File: src/rtl/pon_frame_pkg.sv
// Shared types and constants for the PON downstream framer and its scrambler.
package pon_frame_pkg;

  // Position within a frame: two PSync words, the superframe counter, then payload.
  typedef enum logic [1:0] {
    ST_HDR0 = 2'd0,
    ST_HDR1 = 2'd1,
    ST_SFC  = 2'd2,
    ST_PAY  = 2'd3
  } frame_state_t;

  localparam logic [31:0] PSYNC_HI_DEF  = 32'hC5E51840;
  localparam logic [31:0] PSYNC_LO_DEF  = 32'hFD59BB49;
  localparam logic [31:0] IDLE_WORD_DEF = 32'h55555555;

  // LFSR seed used by the scrambler and descrambler; reloaded on every header word.
  localparam logic [15:0] SCRAM_SEED = 16'hDEAD;

endpackage

File: src/rtl/pon_frame_builder.sv
// Downstream PON transmit framer: PSync header, superframe counter, then a
// fixed number of payload words pulled from a valid/ready source, with idle
// fill on underrun. Drives the scrambler control and header/sof flags.
module pon_frame_builder
  import pon_frame_pkg::*;
#(
  parameter int          PAYLOAD_WORDS = 8,
  parameter logic [31:0] PSYNC_HI      = PSYNC_HI_DEF,
  parameter logic [31:0] PSYNC_LO      = PSYNC_LO_DEF,
  parameter logic [31:0] IDLE_WORD     = IDLE_WORD_DEF
) (
  input  logic        clk,
  input  logic        rst,
  input  logic        tx_en,
  input  logic [31:0] in_data,
  input  logic        in_valid,
  output logic        in_ready,
  output logic [31:0] frame_data,
  output logic        scram_en,
  output logic        scram_rst,
  output logic        hdr_flag,
  output logic        sof,
  output logic [15:0] idle_cnt
);

  localparam logic [15:0] LAST_WORD = 16'(PAYLOAD_WORDS - 1);

  frame_state_t state_reg, state_next;
  logic [15:0]  word_cnt_reg, word_cnt_next;
  logic [31:0]  sfc_reg, sfc_next;
  logic [31:0]  frame_data_reg, frame_data_next;
  logic         scram_en_reg, scram_en_next;
  logic         scram_rst_reg, scram_rst_next;
  logic         hdr_flag_reg, hdr_flag_next;
  logic         sof_reg, sof_next;
  logic [15:0]  idle_cnt_reg, idle_cnt_next;

  // Source is only drained on payload slots that the line actually takes.
  assign in_ready = (state_reg == ST_PAY) && tx_en;

  // Next-state and next-output decode; nothing advances without tx_en.
  always_comb begin
    state_next      = state_reg;
    word_cnt_next   = word_cnt_reg;
    sfc_next        = sfc_reg;
    frame_data_next = frame_data_reg;
    scram_en_next   = 1'b0;
    scram_rst_next  = 1'b0;
    hdr_flag_next   = 1'b0;
    sof_next        = 1'b0;
    idle_cnt_next   = idle_cnt_reg;
    if (tx_en) begin
      scram_en_next = 1'b1;
      unique case (state_reg)
        ST_HDR0: begin
          frame_data_next = PSYNC_HI;
          sof_next        = 1'b1;
          hdr_flag_next   = 1'b1;
          scram_rst_next  = 1'b1;
          state_next      = ST_HDR1;
        end
        ST_HDR1: begin
          frame_data_next = PSYNC_LO;
          hdr_flag_next   = 1'b1;
          scram_rst_next  = 1'b1;
          state_next      = ST_SFC;
        end
        ST_SFC: begin
          frame_data_next = sfc_reg;
          hdr_flag_next   = 1'b1;
          scram_rst_next  = 1'b1;
          state_next      = ST_PAY;
        end
        ST_PAY: begin
          if (in_valid) begin
            frame_data_next = in_data;
          end else begin
            frame_data_next = IDLE_WORD;
            if (idle_cnt_reg != 16'hFFFF) idle_cnt_next = idle_cnt_reg + 16'd1;
          end
          if (word_cnt_reg == LAST_WORD) begin
            word_cnt_next = 16'd0;
            sfc_next      = sfc_reg + 32'd1;
            state_next    = ST_HDR0;
          end else begin
            word_cnt_next = word_cnt_reg + 16'd1;
          end
        end
        default: state_next = ST_HDR0;
      endcase
    end
  end

  // State, counters and registered outputs; reset abandons any partial frame.
  always_ff @(posedge clk or posedge rst) begin
    if (rst) begin
      state_reg      <= ST_HDR0;
      word_cnt_reg   <= 16'd0;
      sfc_reg        <= 32'd0;
      frame_data_reg <= 32'd0;
      scram_en_reg   <= 1'b0;
      scram_rst_reg  <= 1'b0;
      hdr_flag_reg   <= 1'b0;
      sof_reg        <= 1'b0;
      idle_cnt_reg   <= 16'd0;
    end else begin
      state_reg      <= state_next;
      word_cnt_reg   <= word_cnt_next;
      sfc_reg        <= sfc_next;
      frame_data_reg <= frame_data_next;
      scram_en_reg   <= scram_en_next;
      scram_rst_reg  <= scram_rst_next;
      hdr_flag_reg   <= hdr_flag_next;
      sof_reg        <= sof_next;
      idle_cnt_reg   <= idle_cnt_next;
    end
  end

  assign frame_data = frame_data_reg;
  assign scram_en   = scram_en_reg;
  assign scram_rst  = scram_rst_reg;
  assign hdr_flag   = hdr_flag_reg;
  assign sof        = sof_reg;
  assign idle_cnt   = idle_cnt_reg;

endmodule

File: config.mk
export PLATFORM = sky130hd
export DESIGN_NAME = pon_frame_builder
export DESIGN_NICKNAME = d
export VERILOG_FILES = /design/src/rtl/pon_frame_pkg.sv /design/src/rtl/pon_frame_builder.sv
export SDC_FILE = /design/constraint.sdc
export NUM_CORES = 1
export LEC_CHECK = 0
export BUFFER_PORTS_ARGS = -buffer_cell sky130_fd_sc_hd__buf_2
export CORE_UTILIZATION = 25
export CTS_CLUSTER_DIAMETER = 150
export DETAILED_ROUTE_END_ITERATION = 8
export HOLD_SLACK_MARGIN = 0.1
export MAX_ROUTING_LAYER = met4
export PLACE_DENSITY = 0.5
export SYNTH_ARGS = -nofsm -noshare
export SYNTH_HDL_FRONTEND = slang
export SYNTH_SLANG_ARGS = --single-unit
File: constraint.sdc
create_clock -name clk -period 3 [get_ports clk]
set_input_delay 0.15 -clock clk [delete_from_list [all_inputs] [get_ports clk]]
set_output_delay 0.15 -clock clk [all_outputs]
set_load 0.005 [all_outputs]
== Yosys cells after proc, flatten, opt, wreduce, memory -nomap -nowiden ==
Cells that the tools add are included.
Operators by class
  add/sub/neg operators: 3
  eq/ne operators: 6
  multiplexer cells: 10
  bitwise logic cells: 1
  reduce and logical (&&, ||, !) cells: 7
Operators with widths (number)
  32-bit one-hot mux with 4 select lines: 1
  16-bit by 1-bit adder with 16-bit output, second input constant: 2
  32-bit by 1-bit adder with 32-bit output, second input constant: 1
  32-bit 2-to-1 mux: 1
  16-bit by 3-bit equality test with 1-bit output, second input constant: 1
  16-bit 2-to-1 mux: 1
  16-bit inequality test, second input constant: 1
  2-bit one-hot mux with 4 select lines: 1
  1-bit 2-to-1 mux: 5
  2-bit equality test, second input constant: 2
  2-bit AND reduction: 2
  4-bit AND reduction: 1
  3-bit AND reduction: 1
  3-bit OR reduction: 1
  2-bit by 1-bit equality test with 1-bit output, second input constant: 1
  2-bit zero test: 1
  2-bit 2-to-1 mux: 1
  2-bit by 1-bit inequality test with 1-bit output, second input constant: 1
  1-bit logical AND: 1
  1-bit NOT: 1
Word-level totals
  bits in registers: 101
  input bits: 36
  output and inout bits: 53

== Depth between registers and ports, before layout ==
Gate-level depths: netlist of the first run.
  depth after elaboration: 4
  mapped depth: 8

== Worst setup path after synthesis of the first run ==
No wires, ideal clock.
  kind: flip-flop to flip-flop
  start point: register state_reg[1]
  end point: register frame_data_reg[11] (netlist: frame_data[11])
  setup time: 119 ps
  arrival: 1725 ps
  path slack: 1156 ps
  cell stages (with the launch flop): 9
  period minus slack after synthesis: 1844 ps
  cell sequence: dfrtp_1 -> clkinv_1 -> ha_1 -> nand2b_1 -> clkbuf_1 -> a21o_1 -> clkbuf_1 -> a21oi_1 -> nor2_1
On the way
  word-level cells in the longest chain between the ends: 2
Ends and longest elaborated chain
  from (decl): line pon_frame_builder.sv:28  | frame_state_t state_reg, state_next;
  from (signal assigned): line pon_frame_builder.sv:107  | state_reg <= state_next;
  2-bit equality test (tied with other cells): line pon_frame_builder.sv:54  | unique case (state_reg)
  32-bit one-hot mux with 4 select lines *: line pon_frame_builder.sv:54
  to (signal assigned): line pon_frame_builder.sv:110  | frame_data_reg <= frame_data_next;
  to (decl): line pon_frame_builder.sv:31  | logic [31:0] frame_data_reg, frame_data_next;
Mark *: on every way between the ends. The rest lies on a longest branch, timed or not.
A chain may end at the register's enable or synchronous reset.

== Worst setup path after layout of the first run ==
  start point: register state_reg[1]
  end point: register idle_cnt_reg[1] (netlist: idle_cnt[1])
On the way
  word-level cells in the longest chain between the ends: 2
Ends and longest elaborated chain
  2-bit equality test: line pon_frame_builder.sv:54
  4-bit AND reduction (no source line)
  to (signal assigned): line pon_frame_builder.sv:115  | idle_cnt_reg <= idle_cnt_next;
  to (decl): line pon_frame_builder.sv:36  | logic [15:0] idle_cnt_reg, idle_cnt_next;
No other way between the ends.

==> out/results.ini, run 1 <==
[run]
max_cap_viol_count=0

[clock_tree]
cts_tree=built
clock_latency_ps=350
htree_levels=3
ctsResizeCount=0
cts_root_buf=clkbuf_16
cts_buffer_depth=2
clk_pin_slew_worst_paths_ps=70
cts_buffers=9
clkSinkCount=101

[setup_path]
ff2ff_setup_slack_ps=740
r2r_start=state_reg[1]
timing.rr.end=idle_cnt[1]
crit_arrival_ps=2490
cp.required_ps=3240
endpoint_kind=register
path_max_fanout=18
crit_type=reg2reg
worstRegToRegCells=5
worstSetupStartpointType=register

[logic_synthesis]
ys_seq_elements=101
ys_seq_area_share_pct=52.3
synth-main-ff-cell=dfrtp_1
syn_avg_cell_area_um2=10.2
synth_area_um2=4840
yosysTopAreaCell=dfrtp_1
synth_area_leaders=dfrtp_1, xnor2_1, nand2_1
yosys_warnings=0
yosys.area.top_type_share_pct=52.3
syn_nets=519
synthCells=476
synth_edf_count=0
yosysUniqueCellTypes=47
synthArstFlopShare_pct=100

[worst_hold_path]
hold_depth=3
hold_start=in_data[9]
min_to=frame_data[9]
holdCritPathClass=in2reg

[place]
port_buffers=88
dp_cells=811
dp_hpwl_um=9180
dpl_cell_area_um2=5580
gp_congestion=0.815
dp_worst_setup_slack_ps=781

[finish]
antenna_cells=0
syn2layout_area_growth_pct=22.2
final_cell_mix=dfrtp_1, buf_2, nand2_1, nor2_1, xnor2_1
stdcell_count=830
fin_area_um2=5910
fill_cells=1952
fin_util_pct=31.4
drive_gt1_share_pct=22.5
final_common_cell=dfrtp_1
nets=611

[floorplanning]
die_area_um2=19900
initial_utilization_pct=25.7
core_um2=18800
pin_count=89
chipWidth_um=141
dieHeight_um=141
rows=50

[global_route]
grt_pass1_vias=3746
grt_max_degree=56
grt_pass1_wl_um=20300
gr-total-overflow=0
grt_use_total_pct=13.6
antenna_found_initial=0

[timing]
fin_tns_setup_ps=0
skew_ps=9.89
setup_ws_ps=743
rsz0062_at_grt=no
period_share_pct=75.2
finalSetupViolCount=0
min_period_ps=2260
worst_slew_pin_slew_ps=731
maxSlewHeadroom_pct=51.3
fmax_mhz=443
finalHoldViolations=0
drv_slew=0

[power]
power_per_cell_area_nw_per_um2=703
total_leakage_power_nw=2.78
ir_drop_v=0.000308

[detailed_routing]
firstDrtPassIters=4
drtIter0Drc=245
wl_per_cell_um=15.2
post-route-drc-count=0
avgViaCountPerCell=4.62
drtAntennaViolNets=0
wl_um=12600
vias=3835

[run_status]
status=complete, no violations

logic make-up (layout without fill, tap and decap cells):
kind of cell	count (synthesis)	in the layout	synth area share [%]
and+or+nand+nor	182	182	20.6
DFF	101	101	52.3
AOI/OAI and AO/OA	80	80	10.5
xor gates and xnor gates	57	57	10.3
buffers and inverters	46	140	3.88
adders and majority gates	7	7	1.81
muxes	3	3	0.698
where the power goes:
| part | leakage [nW] | internal, mW | switching, mW | total (mW) |
|---|---|---|---|---|
| registers | 1.34 | 1.62 | 0.216 | 1.84 |
| clock network | 0.134 | 0.631 | 0.501 | 1.13 |
| logic | 1.31 | 0.517 | 0.671 | 1.19 |
metal layers:
metal  part of all wire, %  GRT usage (%)
met5                     0              -
met2                    48           21.5
met1                    46           17.5
met3                   4.8           3.19
met4                  0.82           3.43
per-stage QoR:
stage / hold slack [ps] / total power, mW
4_1_cts: 110 / 4.22
2_1_floorplan: 181 / 2.54
3_3_place_gp: 323 / 3.04
5_1_grt: 131 / 4.45
6_report: 117 / 4.16
3_5_place_dp: 326 / 3.06
timing repair:
action / 4_1_cts / 5_1_grt
hold buffers: 6 / 0
endpoints found under the hold margin: 59 / 0
buffers inserted: 0 / 0
synthesized netlist by cell type, types with 2 or more instances:
| library cell | count |
|---|---|
| ha_1 | 7 |
| a22oi_1 | 5 |
| dfrtp_1 | 101 |
| nor3_2 | 5 |
| a21o_1 | 2 |
| nand4_1 | 17 |
| and2_1 | 3 |
| inv_1 | 25 |
| clkbuf_1 | 14 |
| a21boi_0 | 5 |
| nor3_1 | 7 |
| nand2_1 | 53 |
| xnor2_1 | 36 |
| a221oi_1 | 9 |
| and3_1 | 16 |
| xor2_1 | 21 |
| mux2_2 | 3 |
| buf_2 | 2 |
| a22o_1 | 2 |
| a21oi_1 | 13 |
| nor2_1 | 38 |
| and4_1 | 5 |
| nor4_4 | 2 |
| o22ai_1 | 20 |
| nand3_1 | 23 |
| o21ai_0 | 20 |
| nor3b_2 | 2 |
worst max-delay path, stage by stage (launching register included):
cell and delay [ps]:
dfrtp_1 700, ha_1 290, nand2_2 150, nor2_1 260, o21a_1 370, mux2_2 370
worst max path at each step:
| stage | start | endpoint | cells past startpoint | slack [ps] |
|---|---|---|---|---|
| 2_1_floorplan | rst | frame_data[0] | 1 | 200 |
| 3_5_place_dp | state_reg[1] | idle_cnt[1] | 5 | 780 |
| 4_1_cts | state_reg[1] | idle_cnt[1] | 5 | 750 |
| 5_1_grt | state_reg[1] | frame_data[22] | 6 | 510 |
| 6_report | state_reg[1] | idle_cnt[1] | 5 | 740 |
| 3_3_place_gp | state_reg[1] | idle_cnt[1] | 5 | 810 |
cell type report:
| cell class | instances | area [µm²] | area share [%] |
|---|---|---|---|
| clock buffers | 10 | 229 | 3.87 |
| well taps | 260 | 325 | 5.50 |
| multi-input cells | 329 | 2120 | 35.9 |
| repair buffers | 101 | 566 | 9.57 |
| flip-flops and latches | 101 | 2530 | 42.8 |
| clock inverters | 3 | 40.0 | 0.678 |
| inverters | 26 | 100 | 1.69 |
(Power assumes the default switching activity.)
==> run 2: changes to the inputs <==
ABC_AREA = 1   (was not set)
clock period = 2.14 ns   (was 3 ns; I/O delays follow)
==> run 2 against run 1 <==
Effect of this change: global-route usage up 1.9 points; die area increased by 20%; total power increased by 44%; register-to-register slack got worse by 470 ps; largest cell class is now multi-input gates.
==> out/results.ini, run 2 <==
[run_status]
status=complete, no violations

[finish]
final_cell_mix=nand2_1, dfrtp_1, nor2_1, buf_2, inv_1
antenna_cells=0  ; unchanged
final_common_cell=nand2_1
nets=939  ; +54%
fill_cells=2490  ; +28%
stdcell_count=1186  ; +43%
multi_input_area_um2=2790  ; +31%
syn2layout_area_growth_pct=19.5
fin_area_um2=6930  ; +17%
seqCellArea_um2=2530  ; unchanged
drive_gt1_share_pct=16.0  ; -6.5 points

[run]
max_cap_viol_count=0  ; unchanged

[logic_synthesis]
ys_seq_elements=101  ; unchanged
synth_area_leaders=dfrtp_1, nand2_1, nor2_1
synth-main-ff-cell=dfrtp_1
syn_avg_cell_area_um2=7.22  ; -29%
yosysUniqueCellTypes=34  ; -28%
synthArstFlopShare_pct=100  ; unchanged
synth_area_um2=5800  ; +20%
yosys.area.top_type_share_pct=43.6  ; -8.6 points
synth_edf_count=0  ; unchanged
yosys_warnings=0  ; unchanged
ys_top_cells_by_count=nand2_1, dfrtp_1, nor2_1, inv_1, o21ai_0
ys_seq_area_share_pct=43.6  ; -8.6 points
synthCells=803  ; +69%
yosysTopAreaCell=dfrtp_1
syn_nets=846  ; +63%
synth_most_common_cell=nand2_1

[timing]
finalSetupViolCount=0  ; unchanged
drv_slew=0  ; unchanged
rsz0062_at_grt=no
worst_slew_pin_slew_ps=803  ; +71.5 ps
maxSlewHeadroom_pct=46.3  ; -5.0 points
fin_tns_setup_ps=0  ; unchanged
period_share_pct=87.4  ; +12 points
min_period_ps=1870  ; -387 ps
fmax_mhz=535  ; +21%
skew_ps=8.01  ; -1.88 ps
finalHoldViolations=0  ; unchanged

[place]
dpl_cell_area_um2=6570  ; +18%
port_buffers=88  ; unchanged
dp_cells=1164  ; +44%
gp_congestion=0.883  ; +8.4%
dp_hpwl_um=12900  ; +40%

[setup_path]
cp.required_ps=2370  ; -870 ps
cp_common_cell=nand2_2
cp_slowest_cell=dfrtp_1
crit_arrival_ps=2100  ; -390 ps
worstSetupStartpointType=register
endpoint_kind=register
path_buf_inv=0  ; unchanged
cp_cell_sequence=ha_1, nand3_2, nor3_4, nand2_2, nand2_2, nand2_4, nand2_1, o21ai_0
setup.worst_path.start=idle_cnt[0]
worst_path_dominant_cell_family=simple AND/OR/NAND/NOR gates
path_max_fanout=19  ; +1
crit_path_max_incr_delay_ps=420  ; -280 ps
crit_type=reg2reg
r2r_start=idle_cnt[0]

[power]
power.total_mw=5.97  ; +44%
swShare_pct=35.8  ; +2.4 points
p_comb_share_pct=28.6  ; about the same
ir_drop_v=0.000354  ; +15%
clkPwrFrac_pct=28.5  ; +1.3 points
p_seq_share_pct=43.0  ; -1.2 points
p_switching_mw=2.14  ; +54%
p_int_mw=3.84  ; +39%
power_per_cell_area_nw_per_um2=862  ; +23%
total_leakage_power_nw=3.29  ; +19%

[global_route]
grt_pass1_wl_um=27900  ; +38%
grt_use_total_pct=15.5  ; +1.9 points
grt_pass1_vias=5134  ; +37%
gr-total-overflow=0  ; unchanged
antenna_found_initial=0  ; unchanged
grt_max_degree=102  ; +82%

[clock_tree]
cts_root_buf=clkbuf_16
clkSinkCount=101  ; unchanged
cts_tree=built
ctsHoldBuffers=6  ; unchanged
ctsResizeCount=0  ; unchanged
clk_pin_slew_worst_paths_ps=70  ; about the same
htree_levels=3  ; unchanged
cts_setup_buffers=0  ; unchanged
clock_latency_ps=350  ; about the same
cts_buffer_depth=2  ; unchanged
cts_buffers=9  ; unchanged

[floorplanning]
rows=55  ; +10%
dieHeight_um=154  ; +9.3%
core_um2=22700  ; +21%
pin_count=89  ; unchanged
initial_utilization_pct=25.5  ; -0.17 points
die_area_um2=23800  ; +20%
chipWidth_um=154  ; +9.3%

[detailed_routing]
wl_per_cell_um=14.6  ; -3.6%
drtIter0Drc=363  ; +48%
vias=5418  ; +41%
avgViaCountPerCell=4.57  ; -1.1%
drtAntennaViolNets=0  ; unchanged
firstDrtPassIters=4  ; unchanged
post-route-drc-count=0  ; unchanged
wl_um=17300  ; +38%

[worst_hold_path]
holdCritPathClass=in2reg
hold_start=in_data[5]

run 2: changes by cell type after synthesis, moves of 9 or more:
cell / previous run / this run
nand2_1: 53 / 255
inv_1: 25 / 87
nor2_1: 38 / 96
o21ai_0: 20 / 56
xnor2_1: 36 / 1
nand3_1: 23 / 48
o22ai_1: 20 / 2
and3_1: 16 / 0
nand4_1: 17 / 31
a21oi_1: 13 / 26
a221oi_1: 9 / 0
run 2: worst paths after layout:
path,end,slack (ps),cells past startpoint
worst max-delay path,idle_cnt[14],270,8
worst min-delay path,frame_data[5],100,4
worst max register to register,idle_cnt[14],270,8
min in group asynchronous,idle_cnt[11],450,4
worst min register to register,frame_data[1],510,1
max in group asynchronous,sfc_reg[15],1250,4
run 2: power by group through the flow:
stage	clock network (mW)	logic, mW	registers (mW)
2_1_floorplan	0	0.989	2.57
3_3_place_gp	0	1.72	2.60
3_5_place_dp	0	1.71	2.61
4_1_cts	1.76	1.73	2.57
5_1_grt	1.82	1.95	2.62
6_report	1.70	1.71	2.57
run 2: area by class of cell:
cell class,count,share of cell area [%]
multi-input combinational,587,40.3
sequential,101,36.5
clock inverter,7,1.08
clock buffer,9,3.25
tap,285,5.15
inverter,93,5.09
timing repair buffer,104,8.67
run 2: metal layers:
| metal | GRT usage, % | wire length (µm) |
|---|---|---|
| met1 | 20.6 | 8260 |
| met2 | 24.2 | 8040 |
| met3 | 2.94 | 768 |
| met4 | 4.01 | 249 |
| met5 | - | 0 |
run 2: worst reg2reg max path: cells and delay by family, from the launching register on:
family,cells,cell delay [ps]
fa+ha+maj,1,230
flops,1,420
compound gates,1,80
simple gates,6,1020
run 2: logic make-up after synthesis:
logic type / synth area share [%]
compound gates: 8.77
xor+xnor: 2.87
fa+ha+maj: 1.51
flops: 43.6
buf+inv: 8.27
simple gates: 35.0
run 2: stage by stage:
step	utilization, %	hold slack (ps)	worst slack (ps)
after detailed placement	28.9	312	252
final	30.5	104	270
after floorplan	-	138	476
after global routing	30.5	120	68.7
after global placement	28.9	317	262
after CTS	30.5	103	233
==> run 3: changes to the inputs <==
CORE_UTILIZATION = 28   (was 25)
PLACE_DENSITY = 0.53   (was 0.5)
==> run 3 against run 2 <==
Effect of this change: non-clock buffer count is 4 higher; worst setup slack lost 19 ps; worst hold slack better by 12 ps; clock-buffer cell count increased by 3; first-iteration DRC count shrank 6.9%; die area is 11% lower; critical path type is now reg2out; largest cell class unchanged; largest power group unchanged.
==> out/results.ini, run 3 (synthesis gave the netlist of run 2 again) <==
[floorplanning]
pin_count=89  ; unchanged
core_um2=20200  ; -11%
die_area_um2=21300  ; -11%
initial_utilization_pct=28.6  ; +3.1 points
chipWidth_um=146  ; -5.4%
rows=52  ; -5.5%
dieHeight_um=146  ; -5.4%

[clock_tree]
cts_tree=built
htree_levels=3  ; unchanged
cts_setup_buffers=0  ; unchanged
cts_buffer_depth=2  ; unchanged
cts_root_buf=clkbuf_16
clock_latency_ps=350  ; about the same
cts_buffers=9  ; unchanged
clk_pin_slew_worst_paths_ps=70  ; about the same
clkSinkCount=101  ; unchanged

[timing]
finalSetupViolCount=0  ; unchanged
min_period_ps=1890  ; +19.3 ps
period_share_pct=88.3  ; +0.90 points
maxSlewHeadroom_pct=58.1  ; +12 points
worst_slew_pin_slew_ps=624  ; -179 ps
fmax_mhz=529  ; -1.0%
finalHoldViolations=0  ; unchanged
skew_ps=6.22  ; -1.79 ps
drv_slew=0  ; unchanged
rsz0062_at_grt=no
hold_ws_ps=116  ; +11.6 ps
fin_tns_setup_ps=0  ; unchanged

[global_route]
grt_max_degree=102  ; unchanged
grt_pass1_vias=5285  ; +2.9%
grt_pass1_wl_um=28200  ; +0.77%
gr-total-overflow=0  ; unchanged
antenna_found_initial=0  ; unchanged
grt_use_total_pct=17.3  ; +1.8 points

[detailed_routing]
vias=5464  ; +0.85%
drtAntennaViolNets=0  ; unchanged
post-route-drc-count=0  ; unchanged
firstDrtPassIters=4  ; unchanged
drtIter0Drc=338  ; -6.9%
avgViaCountPerCell=4.65  ; +1.9%
wl_per_cell_um=14.5  ; -0.56%
wl_um=17000  ; -1.6%

[setup_path]
worstSetupStartpointType=register
crit_type=reg2out
cp.required_ps=2030  ; -340 ps
path_max_fanout=17  ; -2
endpoint_kind=output port
crit_arrival_ps=1780  ; -320 ps

[finish]
final_cell_mix=nand2_1, dfrtp_1, nor2_1, buf_2, inv_1
nets=943  ; +0.43%
final_common_cell=nand2_1
syn2layout_area_growth_pct=20.3
antenna_cells=0  ; unchanged
stdcell_count=1174  ; -1.0%
drive_gt1_share_pct=16.3  ; +0.28 points

[power]
ir_drop_v=0.000393  ; +11%
power_per_cell_area_nw_per_um2=883  ; +2.4%
total_leakage_power_nw=3.33  ; +0.97%

[place]
dp_cells=1153  ; -0.95%
gp_congestion=0.880  ; -0.33%
port_buffers=88  ; unchanged
dp_hpwl_um=12600  ; -2.1%

[worst_hold_path]
holdCritPathClass=in2reg

[run_status]
status=complete, no violations

[run]
max_cap_viol_count=0  ; unchanged

run 3: cell count changes in the layout (fill, tap and decap cells not counted):
| cell | previous run | this run |
|---|---|---|
| buf_4 | 8 | 12 |
| bufinv_16 | 1 | 2 |
| clkbuf_8 | 0 | 3 |
| clkinv_2 | 2 | 0 |
| clkinv_4 | 3 | 0 |
| clkinvlp_4 | 1 | 2 |
| inv_6 | 1 | 0 |
run 3: final timing paths:
path                            slack [ps]             from  depth (start not counted)               to
worst max-delay path                   250     state_reg[1]                          5         in_ready
worst min-delay path                   120       in_data[5]                          4    frame_data[5]
worst max register to register         360     state_reg[0]                          5   frame_data[25]
worst min register to register         520  word_cnt_reg[1]                          2  word_cnt_reg[1]
max in group asynchronous             1250              rst                          4   frame_data[19]
min in group asynchronous              440              rst                          4  word_cnt_reg[7]
run 3: where the power goes:
group	leakage (nW)	internal [mW]	switching (mW)
logic	1.89	0.663	1.07
clock network	0.161	1.11	0.723
registers	1.28	2.27	0.309
total	3.33	4.05	2.11
run 3: final cells by class:
| cell class | count | area, µm² |
|---|---|---|
| flip-flops and latches | 101 | 2530 |
| multi-input cells | 587 | 2790 |
| well taps | 270 | 338 |
| clock buffers | 12 | 267 |
| clock inverters | 3 | 67.6 |
| fillers | 2167 | 13300 |
| repair buffers | 108 | 631 |
| inverters | 93 | 353 |
run 3: worst max-delay path, stage by stage, from the launching register on:
cell and delay (ps):
dfrtp_1 420, ha_1 230, nand2_2 150, inv_2 190, buf_4 270, buf_2 170
run 3: metrics by stage:
step | worst slack, ps | power, mW | utilization [%] | instance area, µm²
3_5_place_dp | 356 | 4.35 | 32.5 | 6580
5_1_grt | 134 | 6.58 | 34.5 | 6970
3_3_place_gp | 399 | 4.35 | 32.5 | 6580
4_1_cts | 237 | 6.24 | 34.5 | 6970
2_1_floorplan | 476 | 3.56 | - | 5800
6_report | 251 | 6.15 | 34.5 | 6970
run 3: metal layers:
metal  share of wire, %  wire length (µm)  GRT usage [%]  up-vias
met2                 49              8270           28.0      131
met5                  0                 0              -        -
met4                2.0               344           4.79        0
met1                 45              7750           22.0     2552
li1                   -                 -              -     2755
met3                4.0               683           3.23       26
run 3: timing repair:
item                      in CTS  in global routing
hold buffers                   6                  0
resized for setup              0                  0
hold endpoints to repair     106                  0
